==> src/rtl/lp_power_ctrl_pkg.sv <==
// Shared power-manager types and parameter defaults.
// Used by the sequencer top and its counters.
package lp_power_ctrl_pkg;

  typedef enum logic [1:0] {
    PM_RUN  = 2'd0,
    PM_STBY = 2'd1,
    PM_DEEP = 2'd2,
    PM_WAKE = 2'd3
  } pm_state_e;

  localparam int DEF_N_WAKE    = 4;
  localparam int DEF_NUM_BANKS = 4;
  localparam int DEF_DEEP_IDLE = 1024;
  localparam int DEF_WAKE_CYC  = 3;
  localparam int DEF_CNT_W     = 16;

endpackage

==> src/rtl/lp_sat_counter.sv <==
// Saturating up-counter with synchronous clear.
// Clear has priority over enable.
module lp_sat_counter #(
  parameter int W = 16
) (
  input  logic         i_clk,
  input  logic         i_rst_n,
  input  logic         i_clr,
  input  logic         i_en,
  output logic [W-1:0] o_cnt
);

  logic [W-1:0] r_cnt;

  always_ff @(posedge i_clk or negedge i_rst_n) begin
    if (!i_rst_n) begin
      r_cnt <= '0;
    end else if (i_clr) begin
      r_cnt <= '0;
    end else if (i_en && (r_cnt != '1)) begin
      r_cnt <= r_cnt + W'(1);
    end
  end

  assign o_cnt = r_cnt;

endmodule

==> src/rtl/lp_power_ctrl.sv <==
// Central low-power sequencer: RUN/STBY/DEEP/WAKE with
// per-bank retention, wake capture and lost-bank tracking.
module lp_power_ctrl
  import lp_power_ctrl_pkg::*;
#(
  parameter int N_WAKE           = DEF_N_WAKE,
  parameter int NUM_BANKS        = DEF_NUM_BANKS,
  parameter int DEEP_IDLE_CYCLES = DEF_DEEP_IDLE,
  parameter int WAKE_CYCLES      = DEF_WAKE_CYC,
  parameter int CNT_W            = DEF_CNT_W
) (
  input  logic                 i_clk,
  input  logic                 i_rst_n,
  input  logic                 i_wfi_req,
  input  logic [N_WAKE-1:0]    i_wake_src,
  input  logic [N_WAKE-1:0]    i_wake_en,
  input  logic [NUM_BANKS-1:0] i_bank_keep,
  input  logic                 i_lost_clr,
  output logic                 o_cpu_stall,
  output logic [NUM_BANKS-1:0] o_spram_standby,
  output logic [NUM_BANKS-1:0] o_spram_sleep,
  output logic [NUM_BANKS-1:0] o_spram_poweroff_n,
  output logic [N_WAKE-1:0]    o_wake_cause,
  output logic [NUM_BANKS-1:0] o_bank_lost,
  output logic [CNT_W-1:0]     o_sleep_cycles,
  output logic [1:0]           o_pm_state
);

  localparam int IW  = $clog2(DEEP_IDLE_CYCLES);
  localparam int WCW = $clog2(WAKE_CYCLES + 1);

  pm_state_e            r_state;
  pm_state_e            w_state_d;
  logic [WCW-1:0]       r_wcnt;
  logic [WCW-1:0]       w_wcnt_d;
  logic [N_WAKE-1:0]    r_cause;
  logic [N_WAKE-1:0]    w_cause_d;
  logic [NUM_BANKS-1:0] r_keep;
  logic [NUM_BANKS-1:0] w_keep_d;
  logic [NUM_BANKS-1:0] r_lost;
  logic [NUM_BANKS-1:0] w_lost_d;
  logic                 r_armed;
  logic                 w_armed_d;
  logic                 r_stall;
  logic                 w_stall_d;
  logic [NUM_BANKS-1:0] r_stby;
  logic [NUM_BANKS-1:0] w_stby_d;
  logic [NUM_BANKS-1:0] r_slp;
  logic [NUM_BANKS-1:0] w_slp_d;
  logic [NUM_BANKS-1:0] r_pon;
  logic [NUM_BANKS-1:0] w_pon_d;
  logic                 w_pend;
  logic                 w_clr;
  logic [IW-1:0]        w_idle;

  assign w_pend = |(i_wake_src & i_wake_en);

  lp_sat_counter #(.W(IW)) u_idle (
    .i_clk   (i_clk),
    .i_rst_n (i_rst_n),
    .i_clr   (w_clr),
    .i_en    (r_state == PM_STBY),
    .o_cnt   (w_idle)
  );

  lp_sat_counter #(.W(CNT_W)) u_sleep (
    .i_clk   (i_clk),
    .i_rst_n (i_rst_n),
    .i_clr   (w_clr),
    .i_en    ((r_state == PM_STBY) || (r_state == PM_DEEP)),
    .o_cnt   (o_sleep_cycles)
  );

  always_comb begin
    w_state_d = r_state;
    w_wcnt_d  = r_wcnt;
    w_cause_d = r_cause;
    w_keep_d  = r_keep;
    w_lost_d  = i_lost_clr ? '0 : r_lost;
    w_armed_d = r_armed | ~i_wfi_req;
    w_clr     = 1'b0;
    unique case (r_state)
      PM_RUN: begin
        if (i_wfi_req && r_armed && !w_pend) begin
          w_state_d = PM_STBY;
          w_clr     = 1'b1;
        end
      end
      PM_STBY: begin
        // Wake beats the deep threshold on the same cycle.
        if (w_pend) begin
          w_state_d = PM_WAKE;
          w_wcnt_d  = WCW'(1);
          w_cause_d = i_wake_src & i_wake_en;
        end else if (w_idle == IW'(DEEP_IDLE_CYCLES - 1)) begin
          w_state_d = PM_DEEP;
          w_keep_d  = i_bank_keep;
          w_lost_d  = w_lost_d | ~i_bank_keep;
        end
      end
      PM_DEEP: begin
        if (w_pend) begin
          w_state_d = PM_WAKE;
          w_wcnt_d  = WCW'(WAKE_CYCLES);
          w_cause_d = i_wake_src & i_wake_en;
        end
      end
      PM_WAKE: begin
        if (r_wcnt == WCW'(1)) begin
          w_state_d = PM_RUN;
          w_armed_d = 1'b0;
        end else begin
          w_wcnt_d = r_wcnt - WCW'(1);
        end
      end
      default: w_state_d = PM_RUN;
    endcase
  end

  always_comb begin
    w_stby_d  = '0;
    w_slp_d   = '0;
    w_pon_d   = '1;
    w_stall_d = (w_state_d != PM_RUN);
    unique case (w_state_d)
      PM_STBY: w_stby_d = '1;
      PM_DEEP: begin
        w_stby_d = w_keep_d;
        w_slp_d  = w_keep_d;
        w_pon_d  = w_keep_d;
      end
      default: ;
    endcase
  end

  always_ff @(posedge i_clk or negedge i_rst_n) begin
    if (!i_rst_n) begin
      r_state <= PM_RUN;
      r_wcnt  <= '0;
      r_cause <= '0;
      r_keep  <= '1;
      r_lost  <= '0;
      r_armed <= 1'b1;
      r_stall <= 1'b0;
      r_stby  <= '0;
      r_slp   <= '0;
      r_pon   <= '1;
    end else begin
      r_state <= w_state_d;
      r_wcnt  <= w_wcnt_d;
      r_cause <= w_cause_d;
      r_keep  <= w_keep_d;
      r_lost  <= w_lost_d;
      r_armed <= w_armed_d;
      r_stall <= w_stall_d;
      r_stby  <= w_stby_d;
      r_slp   <= w_slp_d;
      r_pon   <= w_pon_d;
    end
  end

  assign o_cpu_stall        = r_stall;
  assign o_spram_standby    = r_stby;
  assign o_spram_sleep      = r_slp;
  assign o_spram_poweroff_n = r_pon;
  assign o_wake_cause       = r_cause;
  assign o_bank_lost        = r_lost;
  assign o_pm_state         = r_state;

endmodule

==> config.mk <==
export PLATFORM = sky130hd
export DESIGN_NAME = lp_power_ctrl
export DESIGN_NICKNAME = d
export VERILOG_FILES = /design/src/rtl/lp_power_ctrl_pkg.sv /design/src/rtl/lp_sat_counter.sv /design/src/rtl/lp_power_ctrl.sv
export SDC_FILE = /design/constraint.sdc
export NUM_CORES = 1
export LEC_CHECK = 0
export CORE_ASPECT_RATIO = 1.4
export CORE_MARGIN = 2
export CORE_UTILIZATION = 55
export DETAILED_ROUTE_END_ITERATION = 8
export PLACE_DENSITY = 0.87
export SLEW_MARGIN = 20
export SYNTH_ARGS = -nofsm -noshare
export SYNTH_HDL_FRONTEND = slang
export SYNTH_SLANG_ARGS = --single-unit
==> constraint.sdc <==
create_clock -name i_clk -period 4.5 [get_ports i_clk]
set_input_delay 1.125 -clock i_clk [delete_from_list [all_inputs] [get_ports i_clk]]
set_output_delay 1.125 -clock i_clk [all_outputs]
set_load 0.02 [all_outputs]
==> results of run 1 <==
-- layout make-up --
cell class | count | area [um2]
clock buffer | 5 | 68.8
clock inverter | 3 | 22.5
fill | 391 | 1540
inverter | 12 | 45.0
multi-input combinational | 208 | 1340
sequential | 56 | 1410
tap | 66 | 82.6
timing repair buffer | 58 | 566
-- sequential cells by signal, indices dropped and copies added, names as in the netlist --
signal              cells
r_wcnt                  2
u_idle.o_cnt           10
o_spram_standby         4
o_pm_state              2
o_spram_poweroff_n      4
o_bank_lost             4
r_keep                  4
u_sleep.o_cnt          16
o_spram_sleep           4
o_cpu_stall             1
r_armed                 1
o_wake_cause            4
-- worst max path at each step --
stage,start,to,slack [ns]
after floorplan,i_wake_src[0],o_spram_standby[0],1.59
after global placement,i_wake_src[0],o_spram_standby[3],0.91
after detailed placement,i_wake_src[0],o_spram_standby[1],0.71
after CTS,i_wake_src[2],o_spram_standby[1],1.04
after global routing,i_wake_src[2],o_spram_standby[1],0.75
final,i_wake_src[0],o_spram_standby[1],0.99
-- power by group through the flow --
stage / clock network (W) / registers, W / logic [W]
after floorplan: 0 / 0.000998 / 0.000581
after global placement: 0 / 0.000886 / 0.00110
after detailed placement: 0 / 0.000891 / 0.00112
after CTS: 0.000291 / 0.000886 / 0.00113
after global routing: 0.000310 / 0.000915 / 0.00124
final: 0.000282 / 0.000890 / 0.00113
-- metal layers --
metal,GRT usage [%],vias up
met5,0,-
met4,8.70,0
met3,2.90,9
met2,39.7,83
met1,27.6,1185
li1,-,1181
-- Yosys cell counts, drive strengths merged (7+ instances only) --
master	instances	area, um2
xor2	7	61.3
or3	12	76.3
nor2	15	56.3
ha	11	138
dfstp	9	236
inv	12	45.0
and3	10	63.8
nand2	17	63.8
dfrtp	47	1180
nand3	23	115
a21oi	20	100
o21ai	19	95.1
clkbuf	8	30.0
nand4	12	87.6
-- cell families after synthesis --
kind of cell / count (synthesis)
simple gates: 109
compound gates: 80
flops: 56
buf+inv: 23
fa+ha+maj: 11
xor+xnor: 8
-- critical path, delay by kind of cell --
family,cells,cell delay (ns)
AO/OA/AOI/OAI,3,1.03
buffers and inverters,1,0.44
adder cells (fa/ha/maj),1,0.38
AND/OR/NAND/NOR,3,0.80
-- metrics by stage --
stage          std cells  hold WS, ns  power [W]
4_1_cts              408        0.501    0.00231
2_1_floorplan        287        0.468    0.00158
5_1_grt              408        0.532    0.00247
3_3_place_gp         400        0.466    0.00198
6_report             408        0.495    0.00230
3_5_place_dp         400        0.475    0.00201
==> metrics.txt, run 1 <==
Tmin final=3.51 ns; R2R Setup Slk=1.31 ns; DRC viols=0; Adder-Cell Fraction of Synth Area=4.84%; Finish-stage setup viols=0; setup ws final=0.988 ns; hold depth=1; Routed WL=6170 um; Mapped Area=2840 um2; fin crit share=78.0%; Startpoint Class=primary input; TritonRoute pass-1 iters=5; CTS clk-pin slew, worst paths=0.10 ns; Max transition margin=37.3%; Port Buffers=54; worst hold start=o_wake_cause[1]; Core Box Area=5080 um2; Crit Path Category=primary input to flop; Highest Signal Layer=met4; cell breakdown of the critical path=clkdlybuf4s50_1 -> a22oi_1 -> nand2_1 -> a221oi_1 -> ha_1 -> nor2b_1 -> o211ai_1 -> nand3_1; Final Util=69.6%; main combinational cell family by area after synthesis=simple AND/OR/NAND/NOR gates; Die W=64.8 um; synth unique cells=48; Yosys Warn Count=0; WL/cell=15.1 um; slowest stage delay, CP=0.47 ns; Max VDD drop=0.504 mV; Max FO, Critical Path=9; Synth Flop Type=dfrtp_1; sw power=0.000993 W; switch share=43.2%; met1 WL=2590 um; Internal=0.00131 W; DR vias=2458; row cnt=31; cts hold-fix bufs=0; antenna violations before repair=0; Critical R2R Capture=o_spram_standby[1]; fmax=285 MHz; DRT antenna net count=0; clock latency on the worst-skew pair=0.32 ns; first-pass GRT wire length=10000 um; Vias/cell=6.02; skew final=0.00832 ns; Hold Path End=o_wake_cause[1]; final setup TNS=0 ns; TritonCTS clock tree=done; status=finished clean; Max Cap Viol=0; Worst Path Arrival=3.76 ns; sequential share of power=38.7%; power per cell area=650 nW/um2; # IOs=55; RR Startpoint=o_pm_state[1]; Post-synth EDFFs=0; unrepaired setup endpoints after global routing=no; Met3 Routed Length=312 um; routability cong.=0.889; sequential share of the synthesized area=49.7%; Pins Over Slew Limit=0; Post-Layout Inst Area=3540 um2; FFs w/ async S/R, synth=100%; Leak=1.50 nW; Met2 Wirelength=3170 um; Cells after Synth=287; GR Util All Layers=22.3%; Mapped Nets=314; clock buffer depth=2; largest net degree at the start of global routing=38; # resized after CTS=0; syn_area_per_cell=9.90 um2; Worst Setup End Kind=flop; HPWL Detailed=4380 um; commonest non-fill, non-tap cell in the layout=clkdlybuf4s50_1; placed cell areas=3450 um2; Hold WC Path Type=flop to flop; initial core utilization=55.9%; worst r2r path cells=10; Setup Buffers After CTS=0; Clock power frac=12.3%; synthesis-to-finish area growth=24.5%; share of layout cells above drive strength 1=9.06%; Critical-path top delay cell=nor2b_1; Hold Vio Cnt, Final=0; nets@finish=368; CTS H-tree depth=2; TritonCTS Sinks=56; Num CTS Buffers=5; clk root buf=clkbuf_8; Post-Synth Simple-Gate Area=21.6%; proportion of synthesized area in mux cells=0%; number of global-route vias before repair=2217; Compound-Gate Fraction of Synth Area=18.3%; Initial DRC Count=105; Die H=89.1 um; Worst Path Required=4.75 ns; Remaining Overflow, GRT=0; ANT cells=0; Comb pwr share=49.0%; most frequent cells in the layout=53 x clkdlybuf4s50_1, 47 x dfrtp_1, 23 x nand3_1, 20 x a21oi_1, 19 x o21ai_0; Synth Register Bits=56; dpl ws=0.709 ns; Post-Synth XOR/XNOR Area=2.46%; die area=5770 um2; Worst-Margin Slew=0.928 ns
No activity file was read; power rests on OpenSTA's default activity.
==> inputs of run 2 (changes only) <==
--- a/config.mk
+++ b/config.mk
@@ -7,9 +7,9 @@
 export LEC_CHECK = 0
 export CORE_ASPECT_RATIO = 1.4
 export CORE_MARGIN = 2
-export CORE_UTILIZATION = 55
+export CORE_UTILIZATION = 52
 export DETAILED_ROUTE_END_ITERATION = 8
-export PLACE_DENSITY = 0.87
+export PLACE_DENSITY = 0.83
 export SLEW_MARGIN = 20
 export SYNTH_ARGS = -nofsm -noshare
 export SYNTH_HDL_FRONTEND = slang
==> constraint.sdc (replaced) <==
create_clock -name i_clk -period 3.45 [get_ports i_clk]
set_input_delay 0.8625 -clock i_clk [delete_from_list [all_inputs] [get_ports i_clk]]
set_output_delay 0.8625 -clock i_clk [all_outputs]
set_load 0.02 [all_outputs]
==> run 2 against run 1 <==
Net effect: sequential share of layout area fell by 0.79 points; final area rose by 2.0%; hold slack barely moved; combinational power rose by 34%; sequential cell count did not move; critical path depth rose by 2; global-route usage rose by 1.7 points; die area rose by 5.5%; register-to-register slack got worse by 1.0 ns; wire length rose by 7.2%; critical path type is now flop to flop.
==> metrics.txt, run 2 (synthesis gave the netlist of run 1 again) <==
most frequent cells in the layout=53 x clkdlybuf4s50_1, 47 x dfrtp_1, 23 x nand3_1, 20 x a21oi_1, 19 x o21ai_0; worst r2r path cells=10 (unchanged); Max VDD drop=0.602 mV (+19%); Vias/cell=6.17 (+2.5%); Max transition margin=37.8% (+0.47 points); TritonCTS Sinks=56 (unchanged); Max FO, Critical Path=8 (-1); synthesis-to-finish area growth=27.0%; worst hold start=o_wake_cause[0]; Bufs and invs on worst path=1 (unchanged); fin crit share=91.0%; delay-heaviest family, CP=simple AND/OR/NAND/NOR gates; # resized after CTS=0 (unchanged); Pins Over Slew Limit=0 (unchanged); Worst Path Required=3.69 ns (-1.06 ns); Port Buffers=54 (unchanged); DRC viols=0 (unchanged); share of layout cells above drive strength 1=9.83% (+0.76 points); critical path depth=10 (+2); clk root buf=clkbuf_8; Setup Buffers After CTS=0 (unchanged); die area=6080 um2 (+5.5%); fmax=318 MHz; WL/cell=16.0 um (+6.1%); DR vias=2544 (+3.5%); DRT antenna net count=0 (unchanged); TritonCTS clock tree=done; Crit Path Category=flop to flop; Worst Setup End Kind=flop; CTS H-tree depth=2 (unchanged); final setup TNS=0 ns (unchanged); initial core utilization=54.3% (-1.7 points); Max Cap Viol=0 (unchanged); Critical-path top delay cell=dfrtp_1; skew final=0.0173 ns (+0.00895 ns); nets@finish=372 (+1.1%); routability cong.=0.890 (+0.21%); Initial DRC Count=194 (+85%); Num CTS Buffers=5 (unchanged); Routed WL=6610 um (+7.2%); slowest stage delay, CP=0.49 ns (+0.02 ns); Hold Path End=o_wake_cause[0]; cell breakdown of the critical path=inv_1 -> ha_1 -> or2_2 -> nor4_1 -> a21oi_1 -> a221oi_1 -> ha_1 -> nor2b_1 -> o211ai_1 -> nand3_1; CTS clk-pin slew, worst paths=0.09 ns (about the same); Leak=1.54 nW (+2.5%); Tmin final=3.14 ns; hold depth=1 (unchanged); unrepaired setup endpoints after global routing=no; commonest non-fill, non-tap cell in the layout=clkdlybuf4s50_1; # IOs=55 (unchanged); Hold WC Path Type=flop to flop; Finish-stage setup viols=0 (unchanged); RR Startpoint=o_pm_state[0]; Core Box Area=5240 um2 (+3.1%); Worst-Margin Slew=0.921 ns (-0.00698 ns); status=finished clean; number of global-route vias before repair=2529 (+14%); Hold Vio Cnt, Final=0 (unchanged); TritonRoute pass-1 iters=4 (-1); GR Util All Layers=24.0% (+1.7 points); cts hold-fix bufs=0 (unchanged); first-pass GRT wire length=11500 um (+15%); Remaining Overflow, GRT=0 (unchanged); Critical R2R Capture=o_spram_standby[0]; power per cell area=882 nW/um2 (+36%); R2R Setup Slk=0.31 ns (-1.00 ns); hold_ws=0.495 ns (+0.0000830 ns); Die H=91.5 um (+2.7%); fill cell count=413 (+5.6%); clock buffer depth=2 (unchanged); Die W=66.5 um (+2.7%); clock latency on the worst-skew pair=0.32 ns (about the same); Startpoint Class=flop; ANT cells=0 (unchanged); Worst Path Arrival=3.38 ns (-0.38 ns); row cnt=31 (unchanged); cell mode on critical path=ha_1; largest net degree at the start of global routing=31 (-18%); max FFs per register=16 (unchanged); HPWL Detailed=4700 um (+7.5%); antenna violations before repair=0 (unchanged)
## run 2: where the power goes
group	switching (W)	total (W)	internal, W
sequential	0.000257	0.00117	0.000911
combinational	0.000847	0.00151	0.000662
clock	0.000215	0.000505	0.000290
## run 2: per-layer routing
layer  vias up  wire length [um]  track usage (%)  part of all wire [%]
met5         -                 0                0                     0
met4         0               160             10.0                   2.4
met3        16               352             3.72                   5.3
met2        88              3430             41.1                    52
met1      1246              2670             29.5                    40
li1       1194                 -                -                     -
## run 2: worst max-delay path by stage
stage             startpoint                  to  slack (ns)
3_5_place_dp   i_wake_src[0]  o_spram_standby[0]        0.08
5_1_grt        o_pm_state[1]  o_spram_standby[0]        0.05
4_1_cts        o_pm_state[1]  o_spram_standby[0]        0.33
6_report       o_pm_state[0]  o_spram_standby[0]        0.31
3_3_place_gp   i_wake_src[0]  o_spram_standby[3]        0.22
2_1_floorplan  o_pm_state[1]  o_spram_standby[0]        0.57
## run 2: layout make-up
| cell class | instances | area [um2] | area share, % |
|---|---|---|---|
| clock buffers | 6 | 72.6 | 2.01 |
| flip-flops and latches | 56 | 1410 | 39.1 |
| multi-input cells | 208 | 1340 | 37.2 |
| well taps | 66 | 82.6 | 2.29 |
| repair buffers | 62 | 596 | 16.5 |
| clock inverters | 2 | 60.1 | 1.66 |
| inverters | 12 | 45.0 | 1.25 |
## run 2: metrics by stage
stage	power [W]	util (%)	area (um2)	std cells	setup WS, ns
after floorplan	0.00206	-	2840	287	0.569
final	0.00318	68.9	3610	412	0.309
after detailed placement	0.00266	66.4	3480	404	0.0776
after global routing	0.00342	68.9	3610	412	0.0529
after global placement	0.00259	66.4	3480	404	0.225
after CTS	0.00319	68.9	3610	412	0.334
## run 2: worst reg2reg max path: stages (launching register included)
cell,delay (ns)
dfrtp_1,0.49
inv_1,0.13
ha_1,0.30
or2_2,0.34
nor4_1,0.30
a21oi_1,0.13
a221oi_1,0.34
ha_1,0.33
nor2b_1,0.43
o211ai_1,0.18
nand3_1,0.12
==> RTL change (config.mk and constraints of run 2) <==
Make the reset (`i_rst_n`) synchronous in 2 clocked blocks.
--- a/src/rtl/lp_sat_counter.sv
+++ b/src/rtl/lp_sat_counter.sv
@@ -13,5 +13,5 @@
   logic [W-1:0] r_cnt;
 
-  always_ff @(posedge i_clk or negedge i_rst_n) begin
+  always_ff @(posedge i_clk) begin
     if (!i_rst_n) begin
       r_cnt <= '0;
--- a/src/rtl/lp_power_ctrl.sv
+++ b/src/rtl/lp_power_ctrl.sv
@@ -134,5 +134,5 @@
   end
 
-  always_ff @(posedge i_clk or negedge i_rst_n) begin
+  always_ff @(posedge i_clk) begin
     if (!i_rst_n) begin
       r_state <= PM_RUN;
Formal check against the unedited RTL: differs if i_rst_n is asserted again (counterexample within 4 cycles, from zero or initial values and one cycle with i_rst_n low); with i_rst_n held inactive, the same outputs for 10 cycles.
==> RTL change against run 2 <==
  * Area after synthesis shrank 7.6%
  * Register-to-register slack gained 0.28 ns
  * Wire length shrank 6.9%
  * Setup slack gained 0.060 ns
  * Sequential share of layout area shrank 5.8 points
  * Final area shrank 6.9%
  * Hold slack lost 0.021 ns
  * First-iteration DRC count shrank 12%
  * Sequential cell count is the same
  * Non-clock buffer count shrank 2
  * Critical path type is now input pin to flip-flop
  * Critical endpoint is now o_spram_standby[3]
  * Largest cell class is now multi-input combinational cells
Power is not compared: it rests on default switching activity, and its combinational part moved more than twofold at a synthesized area within 25%.
==> RTL change: results (changes against run 2) <==
** Status
- Outcome :: completed (unchanged)

** Setup path
- The largest stage delay on the critical path was 0.43 ns (was 0.49 ns).
- The termination of the worst setup path is o_spram_standby[3] (was o_spram_standby[0]).
- Cell with the largest stage delay on the worst path :: sky130_fd_sc_hd__clkdlybuf4s50_1 (was sky130_fd_sc_hd__dfrtp_1)
- Setup slack on the worst flop-to-flop path :: 0.59 ns (was 0.31 ns)
- Endpoint of the lowest-slack register-to-register path :: o_spram_standby[3] (was o_spram_standby[0])
- The critical-path maximum fanout is 12 (was 8).
- Crit-path leading delay family :: compound AO/OA/AOI/OAI gates (was simple AND/OR/NAND/NOR gates)
- Worst setup path start :: i_wake_src[2] (was o_pm_state[0])

** Timing
- Maximum achievable frequency :: 324.6 MHz (was 318.4 MHz)
- WHS :: 0.4747 ns (was 0.4954 ns)
- Layout Skew :: 0.003623 ns (was 0.01727 ns)

** Hold path
- The start point of the worst hold path is o_bank_lost[2] (was o_wake_cause[0]).
- The endpoint with the worst hold slack was o_bank_lost[2] (was o_wake_cause[0]).

** GRT
- Met3 Use GR :: 4.499% (was 3.717%)
- The largest net degree at the start of global routing came to 27 (was 31).

** Synth
- Xor and xnor fraction of the mapped netlist area :: 1.667% (was 2.465%)
- The multiplexer share of the synthesized area came to 1.143% (was 0%).
- Top_reg_cell synth :: sky130_fd_sc_hd__dfxtp_1 (was sky130_fd_sc_hd__dfrtp_1)
- Async S/R FF share, synth :: 0% (was 100.0%)
- The post-synth net total is 324 (was 314).

** Layout
- The layout cell share with drive strength beyond 1 was 6.197% (was 9.827%).

** Placement
- The placed instance area is 0.003251 mm2 (was 0.003477 mm2).

** Detailed routing
- Overall routed net length :: 6155 um (was 6608 um)
- The met2 wirelength from detailed routing is 3455 um (was 3429 um).
- The first-iteration detailed-routing DRC count is 170 (was 194).

** Clocking
- The clock network latency to the later pin of the worst-skew pair is 0.30 ns (was 0.32 ns).
[RTL change: changes by cell type in the layout (fill, tap and decap cells not counted), sizes merged, moves of 6 or more]
cell / delta
dfxtp: +56
xor2: -6
nand3: +8
dfrtp: -47
a211oi: +6
dfstp: -9
a31oi: +6
[RTL change: cell type report]
cell class / count / area [um2]
timing repair buffer: 60 / 585.6
clock inverter: 3 / 42.54
multi-input combinational: 219 / 1419
clock buffer: 5 / 68.82
fill: 383 / 1480
sequential: 56 / 1121
inverter: 12 / 45.04
tap: 64 / 80.08
[RTL change: cells by family after synthesis]
group / after synthesis
simple gates: 120
compound gates: 80
flops: 56
buf+inv: 22
fa+ha+maj: 11
xor+xnor: 5
mux: 3
[RTL change: report_power, final]
group          switching, mW  internal [mW]  total [mW]
combinational          0.367          0.293       0.660
sequential            0.0441          0.714       0.758
clock                  0.209          0.215       0.424
total                  0.620           1.22        1.84
